`src/rtl/systolic_pkg.sv`:
```
// Shared parameters and types for the systolic array and its result drain.
package systolic_pkg;
    localparam int NUM_ROW       = 8;
    localparam int NUM_COL       = 8;
    localparam int IN_WORD_SIZE  = 8;
    localparam int OUT_WORD_SIZE = 24;
    localparam int NUM_PE        = NUM_ROW * NUM_COL;

    typedef enum logic {IDLE, DRAIN} drain_state_e;
endpackage

```
`src/rtl/systolic_result_drain.sv`:
```
// Snapshots the systolic array accumulators on compute_done rising and streams
// them out row-major over valid/ready, so the array can restart while draining.
module systolic_result_drain
    import systolic_pkg::*;
#(
    parameter int NUM_ROW       = systolic_pkg::NUM_ROW,
    parameter int NUM_COL       = systolic_pkg::NUM_COL,
    parameter int OUT_WORD_SIZE = systolic_pkg::OUT_WORD_SIZE
) (
    input  logic                                     clk,
    input  logic                                     rst_n,
    input  logic                                     compute_done,
    input  logic [0:OUT_WORD_SIZE*NUM_ROW*NUM_COL-1] pe_register_vals,
    output logic                                     out_valid,
    input  logic                                     out_ready,
    output logic [OUT_WORD_SIZE-1:0]                 out_data,
    output logic [$clog2(NUM_ROW)-1:0]               out_row,
    output logic [$clog2(NUM_COL)-1:0]               out_col,
    output logic                                     out_last,
    output logic                                     busy,
    output logic                                     overrun
);
    localparam int N_PE = NUM_ROW * NUM_COL;
    localparam int SELW = $clog2(N_PE);
    localparam int IDXW = SELW + 1;
    localparam int ROWW = $clog2(NUM_ROW);
    localparam int COLW = $clog2(NUM_COL);
    localparam logic [IDXW-1:0] LAST_IDX = IDXW'(N_PE - 1);

    drain_state_e              r_state, w_state_nxt;
    logic                      r_done_q;
    logic [IDXW-1:0]           r_idx;
    logic                      r_overrun;
    logic [OUT_WORD_SIZE-1:0]  r_snap [N_PE];

    logic                      w_trig, w_drain, w_fire, w_at_last;
    logic [SELW-1:0]           w_sel;

    assign w_trig    = compute_done & ~r_done_q;
    assign w_drain   = (r_state == DRAIN);
    assign w_fire    = w_drain & out_ready;
    assign w_at_last = (r_idx == LAST_IDX);
    assign w_sel     = r_idx[SELW-1:0];

    always_comb begin
        w_state_nxt = r_state;
        case (r_state)
            IDLE:    if (w_trig) w_state_nxt = DRAIN;
            DRAIN:   if (w_fire && w_at_last) w_state_nxt = IDLE;
            default: w_state_nxt = IDLE;
        endcase
    end

    // done_q resets high so a level already asserted out of reset is not an edge
    always_ff @(posedge clk or negedge rst_n) begin
        if (!rst_n) begin
            r_state   <= IDLE;
            r_done_q  <= 1'b1;
            r_idx     <= '0;
            r_overrun <= 1'b0;
        end else begin
            r_state  <= w_state_nxt;
            r_done_q <= compute_done;
            if (!w_drain && w_trig)
                r_idx <= '0;
            else if (w_fire)
                r_idx <= r_idx + IDXW'(1);
            if (w_drain && w_trig)
                r_overrun <= 1'b1;
        end
    end

    // Snapshot has no reset; its contents are only observed while draining
    always_ff @(posedge clk) begin
        if (!w_drain && w_trig) begin
            for (int k = 0; k < N_PE; k++)
                r_snap[k] <= pe_register_vals[k*OUT_WORD_SIZE +: OUT_WORD_SIZE];
        end
    end

    assign out_valid = w_drain;
    assign busy      = w_drain;
    assign out_last  = w_drain & w_at_last;
    assign overrun   = r_overrun;
    assign out_data  = w_drain ? r_snap[w_sel] : '0;
    assign out_row   = w_drain ? ROWW'(r_idx / IDXW'(NUM_COL)) : '0;
    assign out_col   = w_drain ? COLW'(r_idx % IDXW'(NUM_COL)) : '0;
endmodule

```
`config.mk`:
```
export PLATFORM = sky130hd
export DESIGN_NAME = systolic_result_drain
export DESIGN_NICKNAME = d
export VERILOG_FILES = /design/src/rtl/systolic_pkg.sv /design/src/rtl/systolic_result_drain.sv
export SDC_FILE = /design/constraint.sdc
export NUM_CORES = 1
export LEC_CHECK = 0
export CORE_AREA = 4 4 603 605
export CTS_CLUSTER_SIZE = 24
export DETAILED_ROUTE_END_ITERATION = 16
export DIE_AREA = 0 0 607 609
export PLACE_DENSITY = 0.35
export SYNTH_ARGS = -nofsm -noshare
export SYNTH_HDL_FRONTEND = slang
export SYNTH_SLANG_ARGS = --single-unit
```
`constraint.sdc`:
```
create_clock -name clk -period 46.5 [get_ports clk]
set_input_delay 9.3 -clock clk [delete_from_list [all_inputs] [get_ports clk]]
set_output_delay 9.3 -clock clk [all_outputs]
set_load 0.02 [all_outputs]
```
==> Word-level counts from Yosys, hierarchy flattened <==
Memory sizes are Yosys's and may differ from the RTL's.
Index checks and enable logic that the tools add are counted.
{ "word_totals": {"ram_bits": 1536, "word_cells": 27, "inputBits": 1540, "memories": 1, "ff_bits": 10, "out_inout_bits": 34} }
{ "mem_list": {"columns": ["memory", "depth", "word_bits", "rd", "rd_ports_with_merged_regs", "write_ports", "line_no", "rtl"], "rows": [
  ["r_snap", 64, 24, 1, 0, 64, "systolic_result_drain.sv:34", "logic [OUT_WORD_SIZE-1:0] r_snap [N_PE];"]
]} }
{ "op_classes": {"n_eq_ne": 1, "reduce_logical": 5, "n_mux": 10, "bitwise_logic": 5, "addsub": 1} }
{ "ops": {"columns": ["cell", "n"], "rows": [
  ["$mux W24", 1],
  ["$mux W7", 2],
  ["$add A7 B1 Y7 const B", 1],
  ["$eq A7 B6 Y1 const B", 1],
  ["$mux W3", 2],
  ["$mux W1", 4],
  ["$and A1 B1 Y1", 3],
  ["$logic_and A1 B1 Y1", 3],
  ["$not A1 Y1", 2],
  ["$pmux W1 S2", 1],
  ["$reduce_bool A2 Y1", 1],
  ["$logic_not A1 Y1", 1]
]} }

==> Depth between registers and ports, before layout <==
Gate-level depths: netlist (run 1).
{ "depth": {"depth_word": 5, "depth_mapped": 9, "mapped_depth_nobuf": 5} }

==> Least setup slack after synthesis (run 1) <==
OpenSTA, ideal clock, no wires.
{ "synth_timing": {"path_type": "input -> register", "startpoint": "input compute_done", "endpoint": "register r_idx[1]", "setup_time_ns": 1.375, "path_slack_ns": 3.851, "path_buffers": 0, "arrival_ns": 41.275, "cell_stages": 4, "required_ns": 45.125, "cell_sequence": "nor2b_1 -> nand2b_1 -> inv_1 -> o21ai_0"} }
{ "synth_via": {"elab_chain_cells": 3, "elab_cells_between_ends": 4, "cone_classes": "mux: 1; bitwise: 1; reduce/logical: 2"} }
{ "synth_lines": {"columns": ["element", "line_no", "rtl"], "rows": [
  ["start, declared", "systolic_result_drain.sv:12", "input logic compute_done,"],
  ["$and A1 B1 Y1 (*)", "systolic_result_drain.sv:39", "assign w_trig = compute_done & ~r_done_q;"],
  ["$logic_and A1 B1 Y1 (*)", "systolic_result_drain.sv:64", "if (!w_drain && w_trig)"],
  ["$mux W7 / $reduce_bool A2 Y1 (equally long branches)", null, null],
  ["end signal, assigned", "systolic_result_drain.sv:67", "r_idx <= r_idx + IDXW'(1);"],
  ["end, declared", "systolic_result_drain.sv:32", "logic [IDXW-1:0] r_idx;"]
]} }
Every way passes the cells marked *; elsewhere a longest branch is shown, timed or not.
A chain may end at the register's enable or synchronous reset.

==> Worst setup path in the final report (run 1) <==
{ "layout_timing": {"startpoint": "register r_idx[0]", "endpoint": "output out_data[11]"} }
{ "layout_via": {"elab_chain_cells": 2} }
{ "layout_lines": {"columns": ["element", "line_no", "rtl"], "rows": [
  ["$mem_v2 Z64 W24", null, null],
  ["$mux W24", "systolic_result_drain.sv:85", "assign out_data = w_drain ? r_snap[w_sel] : '0;"],
  ["end, declared", "systolic_result_drain.sv:16", "output logic [OUT_WORD_SIZE-1:0] out_data,"]
]} }
No other way between the ends.

==> results of run 1 <==
## routing by layer
layer  wire length, µm  track usage (%)  vias to the layer above
li1                  -                -                    14400
met1            111000             17.5                    18200
met2            164000             29.2                     1686
met3             22300             4.71                      708
met4             11200             6.08                      136
met5               809                0                        -
## power breakdown
part	switching, mW	internal, mW	total [mW]
clock	0.639	0.868	1.51
sequential	0.0252	1.53	1.56
combinational	0.554	0.414	0.968
total	1.22	2.81	4.03
## state kept, by name (all words and copies together) (netlist names)
register  cells
r_snap     1536
r_idx         7
busy          1
r_done_q      1
overrun       1
## cell usage after synthesis, types with 7 or more instances
cell       count
mux4_2       382
edfxtp_1    1536
a22oi_1       28
mux2_2        30
o221ai_1      44
nand2_1       43
o21ai_0        9
mux2i_1       71
nor2b_1        9
buf_6          7
clkbuf_1      66
a21oi_1       64
o2111ai_1     17
buf_4         12
buf_2         49
dfrtp_1        9
buf_1         11
a22o_1        21
nand3_1       45
and2_1         9
## final cells by class
| cell class | instances | area [µm²] | area share, % |
|---|---|---|---|
| repair buffers | 1634 | 16300 | 18.8 |
| flip-flops and latches | 1546 | 46400 | 53.4 |
| well taps | 4773 | 5970 | 6.87 |
| clock buffers | 235 | 5110 | 5.88 |
| inverters | 5 | 31.3 | 0.0360 |
| diodes | 92 | 230 | 0.265 |
| multi-input cells | 815 | 11800 | 13.6 |
| clock inverters | 116 | 1060 | 1.22 |
## per-stage QoR
step	total power, mW	hold WS, ns	util, %	worst slack (ns)	area, µm²
floorplan	2.02	0.503	-	3.85	58800
CTS	4.15	0.464	24.2	28.84	86700
global placement	2.61	0.447	22.5	29.84	80500
finish	4.03	0.459	24.3	29.43	86900
detailed placement	2.61	0.451	22.5	29.79	80500
global route	4.21	0.479	24.2	28.58	86800
## logic make-up (layout without fill, tap and decap cells)
logic type,after synthesis,count (layout)
other,0,92
AND/OR/NAND/NOR,127,127
multiplexers,483,483
adder cells (fa/ha/maj),1,1
AO/OA/AOI/OAI,203,203
buffers and inverters,150,1990
XOR/XNOR,1,1
flip-flops,1546,1546
## path summary, 6_finish.rpt
| kind | to | startpoint | depth (start not counted) | slack, ns |
|---|---|---|---|---|
| min reg2reg | overrun | overrun | 1 | 0.46 |
| max reg2reg | r_snap[61][5] | busy | 7 | 40.31 |
| max | out_data[11] | r_idx[0] | 10 | 29.43 |
| max in group asynchronous | r_idx[0] | rst_n | 1 | 37.26 |
| min | overrun | overrun | 1 | 0.46 |
| min in group asynchronous | r_idx[6] | rst_n | 1 | 8.80 |
## critical path: cells and delay by family, from the launching register on
family,cells,cell delay (ns)
flops,1,1.02
compound gates,3,1.36
buf+inv,6,3.89
mux,1,0.32
==> impl_metrics.json, run 1 <==
{
  "final.setup.tns_ns": 0,
  "seq_area_frac_synth_pct": 78.8,
  "synth_area_leaders": "edfxtp_1 78%, mux4_2 15%, mux2i_1 1.2%",
  "rsz0062_at_grt": "false",
  "drv_cap": 0,
  "ys_ff_latch": 1546,
  "synthFlopType": "edfxtp_1",
  "cp-end-kind": "output pin",
  "setup_violations": 0,
  "critical-path-max-stage-delay_ns": 1.02,
  "overflow": 0,
  "fillCellCount": 36700,
  "yosysUniqueCellTypes": 41,
  "port_buffers": 1573,
  "place_inst": 8773,
  "clock_latency_ns": 0.88,
  "dr.pass1.iters": 5,
  "worstSetupStartpointType": "flop",
  "cts_htree_levels": 4,
  "die_y_um": 609,
  "slowest_stage": "dfrtp_4",
  "grt_pass1_vias": 37400,
  "fp.dieW_um": 607,
  "routed_wl_um": 310000,
  "final_cell_mix": "1573 x clkdlybuf4s50_1, 1536 x edfxtp_1, 382 x mux4_2",
  "cp.arrival_ns": 7.77,
  "final_common_cell": "clkdlybuf4s50_1",
  "ctsHoldBuffers": 0,
  "max_freq_mhz": 58.6,
  "drt_drc_violations_left": 0,
  "clk_pin_slew_ns": 0.06,
  "synth_top_family_by_area": "multiplexers",
  "avgSynthCellArea_um2": 23.4,
  "crit_top_cell": "buf_4",
  "synth_fa_ha_area_share_pct": 0.0213,
  "synthSimpleGateAreaFrac_pct": 1.05,
  "synth.mux.area_fraction_pct": 16.4,
  "postCtsSetupBuffers": 0,
  "min_period_over_period_pct": 36.7,
  "synth_compound_area_share_pct": 2.47,
  "status": "finished clean",
  "final_nets": 5739,
  "track_usage_pct": 16.1,
  "synthesis.area_um2": 58800,
  "initial_core_util_pct": 16.4,
  "cts_buffers": 196,
  "synth_top_cell_by_area": "edfxtp_1",
  "finalNonFillerCells": 9216,
  "async_flop_share_pct": 0.647,
  "ir_worst_vdd_mv": 0.0266,
  "detail-route-antenna-nets": 0,
  "synth-edff-count": 1536,
  "antenna_found_initial": 314,
  "required_ns": 37.20,
  "drtIter0Drc": 3182,
  "cts_sinks": 1546,
  "ctsResizeCount": 0,
  "tightest_slew_ns": 1.31,
  "die_area_um2": 370000,
  "rows": 220,
  "pwr_density_cell_nw_per_um2": 46.4,
  "crit_fanout": 70,
  "clock_path_buffers": 4,
  "slew_viol_final": 0,
  "num_vias": 35200,
  "io_pins": 1574,
  "critical_path_class": "flop to output pin",
  "fin_crit_ns": 17.07,
  "finalWeightedCongestion": 0.808,
  "hold_viol": 0,
  "dp_hpwl_um": 242000,
  "holdCritPathClass": "flop to flop",
  "core_area_um2": 358000,
  "leakage_nw": 27.0,
  "cts_tree": "done",
  "slew_headroom_pct": 12.8,
  "yosysWarningCount": 0,
  "wl_per_cell_um": 33.6,
  "synth_xor_area_share_pct": 0.0149,
  "finClkSkew_ns": 0.0660,
  "grt_max_degree": 186,
  "drive_gt1_share_pct": 17.6,
  "root_buffer": "clkbuf_16",
  "syn_nets": 4052,
  "syn_inst": 2511,
  "synthToLayoutAreaGrowth_pct": 47.8,
  "via_per_inst": 3.82,
  "grt_first_pass_wirelength_um": 389000,
  "worstPathCellList": "buf_4 -> buf_4 -> buf_4 -> buf_12 -> buf_4 -> mux4_2 -> o221ai_1 -> a21oi_1 -> a22o_1 -> clkdlybuf4s50_1",
  "yosysTopAreaCellShare_pct": 78.4
}
Note: power is estimated with default switching activity, not from simulation.
==> inputs of run 2 (changes only) <==
clock period = 15.73 ns   (was 46.5 ns; I/O delays follow)
==> run 2 against run 1 <==
Global-route usage is 0.19 points higher. Hold slack worse by 0.0023 ns. Largest cell class unchanged. Via count is 0.43% lower. Sequential cell count stayed put. Die area stayed put. Core utilization is 0.057 points lower. Total power grew to 2.9 times the previous value. Combinational power grew to 3.0 times the previous value. Count of clock-buffer cells in the layout is 1 higher.
==> impl_metrics.json, run 2 (synthesis gave the netlist of run 1 again) <==
{
  "final_nets": 5739,
  "wl_per_cell_um": 34.0,
  "drive_gt1_share_pct": 17.7,
  "dp_hpwl_um": 245000,
  "antenna_found_initial": 331,
  "grt_first_pass_wirelength_um": 393000,
  "io_pins": 1574,
  "cts_htree_levels": 4,
  "synthToLayoutAreaGrowth_pct": 47.4,
  "via_per_inst": 3.81,
  "cp-end-kind": "output pin",
  "die_area_um2": 370000,
  "ctsResizeCount": 0,
  "cts_sinks": 1546,
  "grt_max_degree": 192,
  "hold_slack_ns": 0.457,
  "port_buffers": 1573,
  "path_buf_inv": 4,
  "finalWeightedCongestion": 0.824,
  "worst_slack_ns": 6.65,
  "clock_latency_ns": 0.88,
  "cts_tree": "done",
  "final.setup.tns_ns": 0,
  "required_ns": 12.58,
  "crit_fanout": 77,
  "num_vias": 35000,
  "postCtsSetupBuffers": 0,
  "grt_pass1_vias": 37200,
  "fin_crit_ns": 9.08,
  "fillCellCount": 36700,
  "drt_drc_violations_left": 0,
  "root_buffer": "clkbuf_16",
  "tightest_slew_ns": 1.14,
  "drtIter0Drc": 2964,
  "slew_viol_final": 0,
  "slew_headroom_pct": 24.2,
  "final_common_cell": "clkdlybuf4s50_1",
  "dr.pass1.iters": 5,
  "hold_viol": 0,
  "pre_cts_slack_ns": 7.23,
  "slowest_stage": "dfrtp_4",
  "reg_top3": "r_snap x1536, r_idx x7",
  "largest_register_ffs": 1536,
  "die_y_um": 609,
  "pwr_density_cell_nw_per_um2": 136,
  "track_usage_pct": 16.3,
  "setup_violations": 0,
  "drv_cap": 0,
  "place_inst": 8776,
  "worstPathCellList": "buf_4 -> buf_12 -> mux4_2 -> mux2i_1 -> buf_4 -> o2111ai_1 -> a22o_1 -> clkdlybuf4s50_1",
  "overflow": 0,
  "cp.arrival_ns": 5.93,
  "cp_top_family": "buffers and inverters",
  "critical-path-max-stage-delay_ns": 0.92,
  "fp.dieW_um": 607,
  "detail-route-antenna-nets": 0,
  "holdCritPathClass": "flop to flop",
  "max_flop_register": "r_snap",
  "finClkSkew_ns": 0.0703,
  "rows": 220,
  "min_period_over_period_pct": 57.7,
  "power_mw": 11.8,
  "core_area_um2": 358000,
  "worstSetupStartpointType": "flop",
  "initial_core_util_pct": 16.4,
  "final_cell_mix": "1573 x clkdlybuf4s50_1, 1536 x edfxtp_1, 382 x mux4_2",
  "finalNonFillerCells": 9195,
  "leakage_nw": 27.0,
  "clk_pin_slew_ns": 0.06,
  "ir_worst_vdd_mv": 0.0924,
  "rsz0062_at_grt": "false",
  "ctsHoldBuffers": 0,
  "clock_path_buffers": 4,
  "crit_top_cell": "buf_4",
  "routed_wl_um": 313000,
  "critical_path_class": "flop to output pin",
  "max_freq_mhz": 110,
  "cts_buffers": 193,
  "status": "finished clean"
}
run 2: final timing paths:
kind	end	slack, ns	startpoint	cells after the start
worst max-delay path	out_data[21]	6.65	r_idx[0]	8
worst min-delay path	overrun	0.46	overrun	1
worst max register to register	r_snap[39][19]	11.14	busy	6
worst min register to register	overrun	0.46	overrun	1
max in group asynchronous	r_idx[2]	12.56	rst_n	1
min in group asynchronous	overrun	2.71	rst_n	1
run 2: through the flow:
step | util, % | area (µm²)
after floorplan | - | 58900
after global placement | 22.5 | 80600
after detailed placement | 22.5 | 80600
after CTS | 24.2 | 86500
after global routing | 24.2 | 86600
final | 24.2 | 86700
run 2: report_power, final:
part	total [mW]	internal (mW)	leakage (nW)	switching, mW
Sequential	4.60	4.53	13.9	0.0688
Clock	4.31	2.45	2.92	1.86
Combinational	2.87	1.24	10.1	1.63
Total	11.8	8.23	27.0	3.55
run 2: metal layers:
| layer | up-vias | wire length [µm] | track usage, % |
|---|---|---|---|
| met5 | - | 859 | 0 |
| met4 | 146 | 8790 | 4.04 |
| met3 | 742 | 22000 | 4.75 |
| met2 | 1603 | 170000 | 30.9 |
| met1 | 18200 | 111000 | 17.5 |
| li1 | 14400 | - | - |
run 2: layout make-up:
cell class,instances,area [µm²],area share (%)
diodes,75,188,0.216
clock buffers,236,5030,5.80
clock inverters,108,923,1.06
inverters,5,27.5,0.0317
multi-input cells,815,11800,13.6
flip-flops and latches,1546,46400,53.5
well taps,4773,5970,6.89
repair buffers,1637,16400,18.9
==> inputs of run 3 (changes only) <==
clock period = 9.2 ns   (was 15.73 ns; I/O delays follow)
==> run 3 against run 2 <==
Wire length increased by 0.26%. Critical path depth down 1. Design area up 0.44%. Core utilization is 0.11 points higher. Clock power increased by 78%. Combinational power is 75% higher. Clock skew is 0.039 ns lower. Setup slack lost 4.8 ns. Critical path type unchanged.
==> impl_metrics.json, run 3 (synthesis gave the netlist of run 1 again) <==
{
  "status": "finished clean",
  "slew_viol_final": 0,
  "drtIter0Drc": 3058,
  "worstSetupStartpointType": "flop",
  "io_pins": 1574,
  "detail-route-antenna-nets": 0,
  "required_ns": 7.36,
  "cp.arrival_ns": 5.54,
  "rsz0062_at_grt": "false",
  "final_common_cell": "clkdlybuf4s50_1",
  "drt_drc_violations_left": 0,
  "timing.rr.end": "r_snap[39][17]",
  "postCtsSetupBuffers": 0,
  "slowest_stage": "nand3_2",
  "drv_cap": 0,
  "final.setup.tns_ns": 0,
  "final_util_pct": 24.3,
  "finClkSkew_ns": 0.0315,
  "pwr_density_cell_nw_per_um2": 235,
  "clock_latency_ns": 0.87,
  "post_dp_cell_area_um2": 80700,
  "worstPathCellList": "inv_6 -> buf_4 -> nand3_2 -> o221ai_1 -> a21oi_1 -> a22o_1 -> clkdlybuf4s50_1",
  "die_area_um2": 370000,
  "core_area_um2": 358000,
  "clock_path_buffers": 4,
  "reg_top3": "r_snap x1536, r_idx x7",
  "cp-end-kind": "output pin",
  "routed_wl_um": 313000,
  "critical-path-max-stage-delay_ns": 0.86,
  "largest_register_ffs": 1536,
  "ctsResizeCount": 0,
  "overflow": 0,
  "crit_fanout": 31,
  "die_y_um": 609,
  "fin_crit_ns": 7.38,
  "grt_first_pass_wirelength_um": 392000,
  "max_freq_mhz": 136,
  "min_period_over_period_pct": 80.2,
  "critical_path_class": "flop to output pin",
  "setup_violations": 0,
  "leakage_nw": 27.1,
  "max_flop_register": "r_snap",
  "use_met1_pct": 17.3,
  "drive_gt1_share_pct": 17.4,
  "port_buffers": 1573,
  "final_cell_mix": "1573 x clkdlybuf4s50_1, 1536 x edfxtp_1, 382 x mux4_2",
  "reg2regPathDepth": 5,
  "worst-r2r-setup-slack_ns": 5.22,
  "antenna_found_initial": 308,
  "grt_pass1_vias": 37400,
  "power_mw": 20.5,
  "ir_worst_vdd_mv": 0.180,
  "fillCellCount": 36700,
  "rows": 220,
  "met2_usage_pct": 29.9,
  "cts_tree": "done",
  "slew_headroom_pct": 17.5,
  "holdCritPathClass": "flop to flop",
  "track_usage_pct": 16.3,
  "initial_core_util_pct": 16.4,
  "hold_viol": 0,
  "r2r-start": "busy",
  "hold_slack_ns": 0.454,
  "final_nets": 5744,
  "dr.pass1.iters": 5,
  "wl_per_cell_um": 34.0,
  "synthToLayoutAreaGrowth_pct": 48.1,
  "hold_end": "overrun",
  "cts_buffers": 197,
  "cts_sinks": 1546,
  "min_path_cells": 1,
  "fp.dieW_um": 607,
  "ctsHoldBuffers": 0,
  "grt_busiest_layer": "met2",
  "tightest_slew_ns": 1.24,
  "root_buffer": "clkbuf_16",
  "dp_hpwl_um": 247000,
  "num_vias": 35100,
  "clk_pin_slew_ns": 0.05,
  "finalWeightedCongestion": 0.814,
  "grt_max_degree": 187,
  "holdCritStartpoint": "overrun",
  "final_cell_area_um2": 87100,
  "gr-usage-met3_pct": 4.89,
  "via_per_inst": 3.80,
  "cts_htree_levels": 4
}
## run 3: cell count changes in the layout (fill, tap and decap cells not counted), sizes merged
cell / delta
buf: +1
bufinv: +8
clkbuf: +4
clkinv: -15
clkinvlp: -2
diode: +33
inv: +4
## run 3: metal layers
metal / part of all wire (%) / up-vias / wire length (µm)
met5: 0.25 / - / 778
li1: - / 14400 / -
met3: 7.4 / 690 / 23300
met1: 35 / 18300 / 110000
met4: 3.6 / 124 / 11100
met2: 54 / 1569 / 168000
## run 3: area by class of cell
type	count	area, µm²	area share [%]
Timing Repair Buffer	1638	16400	18.9
Tap cell	4773	5970	6.86
Antenna cell	108	270	0.310
Multi-Input combinational cell	815	11800	13.6
Clock inverter	103	1070	1.23
Sequential cell	1546	46400	53.3
Clock buffer	240	5110	5.87
Inverter	5	27.5	0.0316
## run 3: worst max path at each step
stage                       startpoint      endpoint  slack [ns]  cells after the start
after floorplan           compute_done  r_snap[0][0]      -16.42                      3
after global placement        r_idx[2]   out_data[6]        2.38                      7
after detailed placement      r_idx[2]   out_data[6]        2.58                      7
after CTS                     r_idx[2]   out_data[6]        1.56                      7
after global routing          r_idx[2]   out_data[6]        1.69                      7
final                         r_idx[2]   out_data[6]        1.82                      7
## run 3: report_power, final
| group | internal (mW) | switching [mW] | total [mW] | leakage, nW |
|---|---|---|---|---|
| Combinational | 2.12 | 2.90 | 5.02 | 10.2 |
| Sequential | 7.75 | 0.0691 | 7.82 | 13.9 |
| Clock | 4.47 | 3.19 | 7.66 | 3.01 |
| Total | 14.3 | 6.16 | 20.5 | 27.1 |
## run 3: metrics by stage
| stage | setup slack, ns | cells |
|---|---|---|
| 6_report | 1.82 | 9228 |
| 5_1_grt | 1.69 | 9177 |
| 2_1_floorplan | -16.42 | 2511 |
| 4_1_cts | 1.56 | 9120 |
| 3_3_place_gp | 2.38 | 8777 |
| 3_5_place_dp | 2.58 | 8777 |
## run 3: critical path, delay by kind of cell (launching register included)
family / cells / cell delay (ns)
buf+inv: 3 / 1.53
flops: 1 / 0.60
simple gates: 1 / 0.86
compound gates: 3 / 1.56
==> variant: new RTL, settings of run 3 <==
The package constant `NUM_COL` goes from 8 to 4.
--- a/src/rtl/systolic_pkg.sv
+++ b/src/rtl/systolic_pkg.sv
@@ -3,3 +3,3 @@
     localparam int NUM_ROW       = 8;
-    localparam int NUM_COL       = 8;
+    localparam int NUM_COL       = 4;
     localparam int IN_WORD_SIZE  = 8;
Ports: changed (resized out_col and pe_register_vals); port bits go from 1574 to 805. The function was not compared with the original's and may differ.
==> variant against run 3 <==
Total power is 44% lower; clock power fell by 50%; synthesized cell count fell by 48%; fmax rose by 5.9%; first-iteration DRC count fell by 62%; hold slack improved by 0.045 ns; largest power group unchanged; area after synthesis is 50% lower; wire length is 54% lower; sequential cell count shrank 769; setup slack improved by 0.41 ns; cell area fell by 46%.
==> variant: results (changes against run 3) <==
dr.first_iter.drc_count: 1162  # -62%
critPathMaxStageDelay_ns: 0.91  # +0.05 ns
grt_pass1_wl_um: 183000  # -53%
cts_buffer_depth: 4  # unchanged
first_pass_iters: 5  # unchanged
drive_gt1_share_pct: 16.4  # -0.99 points
wl_met2_um: 80500  # -52%
drt_wl_total_um: 144000  # -54%
antenna_found_initial: 127  # -59%
largestRegisters: "r_snap x768, r_idx x6"
yosysSeqAreaShare_pct: 78.8  # about the same
worst_hold_path_type: "register to register"
insertion_delay_ns: 0.82  # -0.05 ns
final_cell_count_no_fill: 7088  # -23%
synth_edf_count: 768  # -50%
routed.top_layer: "met5"
ir_drop_mv: 0.172  # -4.1%
critical_path_arrival_ns: 5.12  # -0.42 ns
synth_area_leaders: "edfxtp_1 78%, mux4_2 11%, mux2i_1 3.2%, a22o_1 1.4%, a22oi_1 1.2%"
ys_async_sr_fraction_pct: 1.16  # +0.51 points
dp_hpwl_um: 112000  # -55%
synth_cell_types: 33  # -20%
placed_cells: 6852  # -22%
gp_congestion: 0.741  # -8.9%
slowest_stage: "dfrtp_4"
ys_top_cells_by_count: "768 x edfxtp_1, 144 x mux4_2, 96 x mux2i_1"
maxSlewHeadroom_pct: 22.4  # +4.9 points
worst-path-max-fanout: 38  # +23%
grt_max_degree: 176  # -5.9%
clk_pin_slew_worst_paths_ns: 0.06
port_buffers: 804  # -49%
grt_pass1_vias: 19000  # -49%
cellLeakagePower_uw: 0.0139  # -49%
cts_made_buffers: 102  # -48%
htreeDepth: 3  # -1
fill_cells: 39700  # +8.2%
cts.repair.resized: 0  # unchanged
nets: 2956  # -49%
dr_wl_met3_um: 9630  # -59%
track_usage_pct: 7.50  # -8.8 points
clockRootBuffer: "clkbuf_16"
status: "complete, no violations"
yosysWarnings: 0  # unchanged
post_cts_buffers: 0  # unchanged
largest_reg_flops: 768  # -50%
vias: 17200  # -51%
synth_nets: 2086  # -49%
synthCells: 1313  # -48%
wl_met1_um: 48000  # -56%
final.setup_skew_ns: 0.0774  # +0.0459 ns
[variant: cell count changes after synthesis, sizes merged, moves of 36 or more]
cell | before | now
nand2 | 43 | 7
a21oi | 64 | 3
buf | 79 | 39
o221ai | 44 | 0
mux4 | 382 | 144
edfxtp | 1536 | 768
nand3 | 45 | 4
[variant: where the power goes]
part	switching [uW]	total (uW)	internal, uW
Sequential	128	4170	4040
Clock	1630	3860	2220
Combinational	1970	3360	1390
[variant: layout make-up]
class	count	area [um^2]	share of cell area [%]
sequential	777	23300	49.6
timing repair buffer	848	8450	18.0
tap	4773	5970	12.7
multi-input combinational	451	5920	12.6
clock buffer	114	2600	5.53
clock inverter	66	552	1.18
antenna	56	140	0.299
inverter	3	15.0	0.0320
[variant: kinds of logic (layout without fill, tap and decap cells)]
kind of cell	Yosys count	in the layout	share of synthesized area, %
fa+ha+maj	1	1	0.0423
mux	240	240	14.2
compound gates	181	181	4.86
buf+inv	85	1031	1.59
simple gates	29	29	0.525
flops	777	777	78.8
other cells	0	56	0
[variant: stage by stage]
| stage | cell area, um^2 | utilization (%) | power [uW] | setup WS [ns] |
|---|---|---|---|---|
| CTS | 46800 | 13.1 | 11900 | 1.79 |
| finish | 46900 | 13.1 | 11400 | 2.24 |
| detailed placement | 43700 | 12.2 | 7880 | 2.73 |
| floorplan | 29600 | - | 5850 | -4.80 |
| global route | 46900 | 13.1 | 12000 | 1.93 |
| global placement | 43700 | 12.2 | 7890 | 2.76 |
[variant: critical path, delay by kind of cell (launching register included)]
kind	cells	cell delay (ns)
AO/OA/AOI/OAI	3	1.44
flip-flops	1	0.91
buffers and inverters	3	1.35
multiplexers	1	0.53
[variant: worst paths after layout]
check / startpoint / to / slack [ns] / cells past startpoint
worst max register to register: busy$_DFF_PN0_ / r_snap[2][8]$_DFFE_PP_ / 5.66 / 4
min in group asynchronous: rst_n / r_idx[3]$_DFFE_PN0P_ / 1.40 / 1
worst min register to register: overrun$_DFFE_PN0P_ / overrun$_DFFE_PN0P_ / 0.50 / 1
max in group asynchronous: rst_n / r_idx[0]$_DFFE_PN0P_ / 7.32 / 1
worst min-delay path: overrun$_DFFE_PN0P_ / overrun$_DFFE_PN0P_ / 0.50 / 1
worst max-delay path: r_idx[0]$_DFFE_PN0P_ / out_data[21] / 2.24 / 7
[variant: per-layer routing]
metal	GRT usage, %	vias to the layer above
li1	-	7485
met1	7.36	8712
met2	14.1	654
met3	2.07	281
met4	3.97	44
met5	0	-
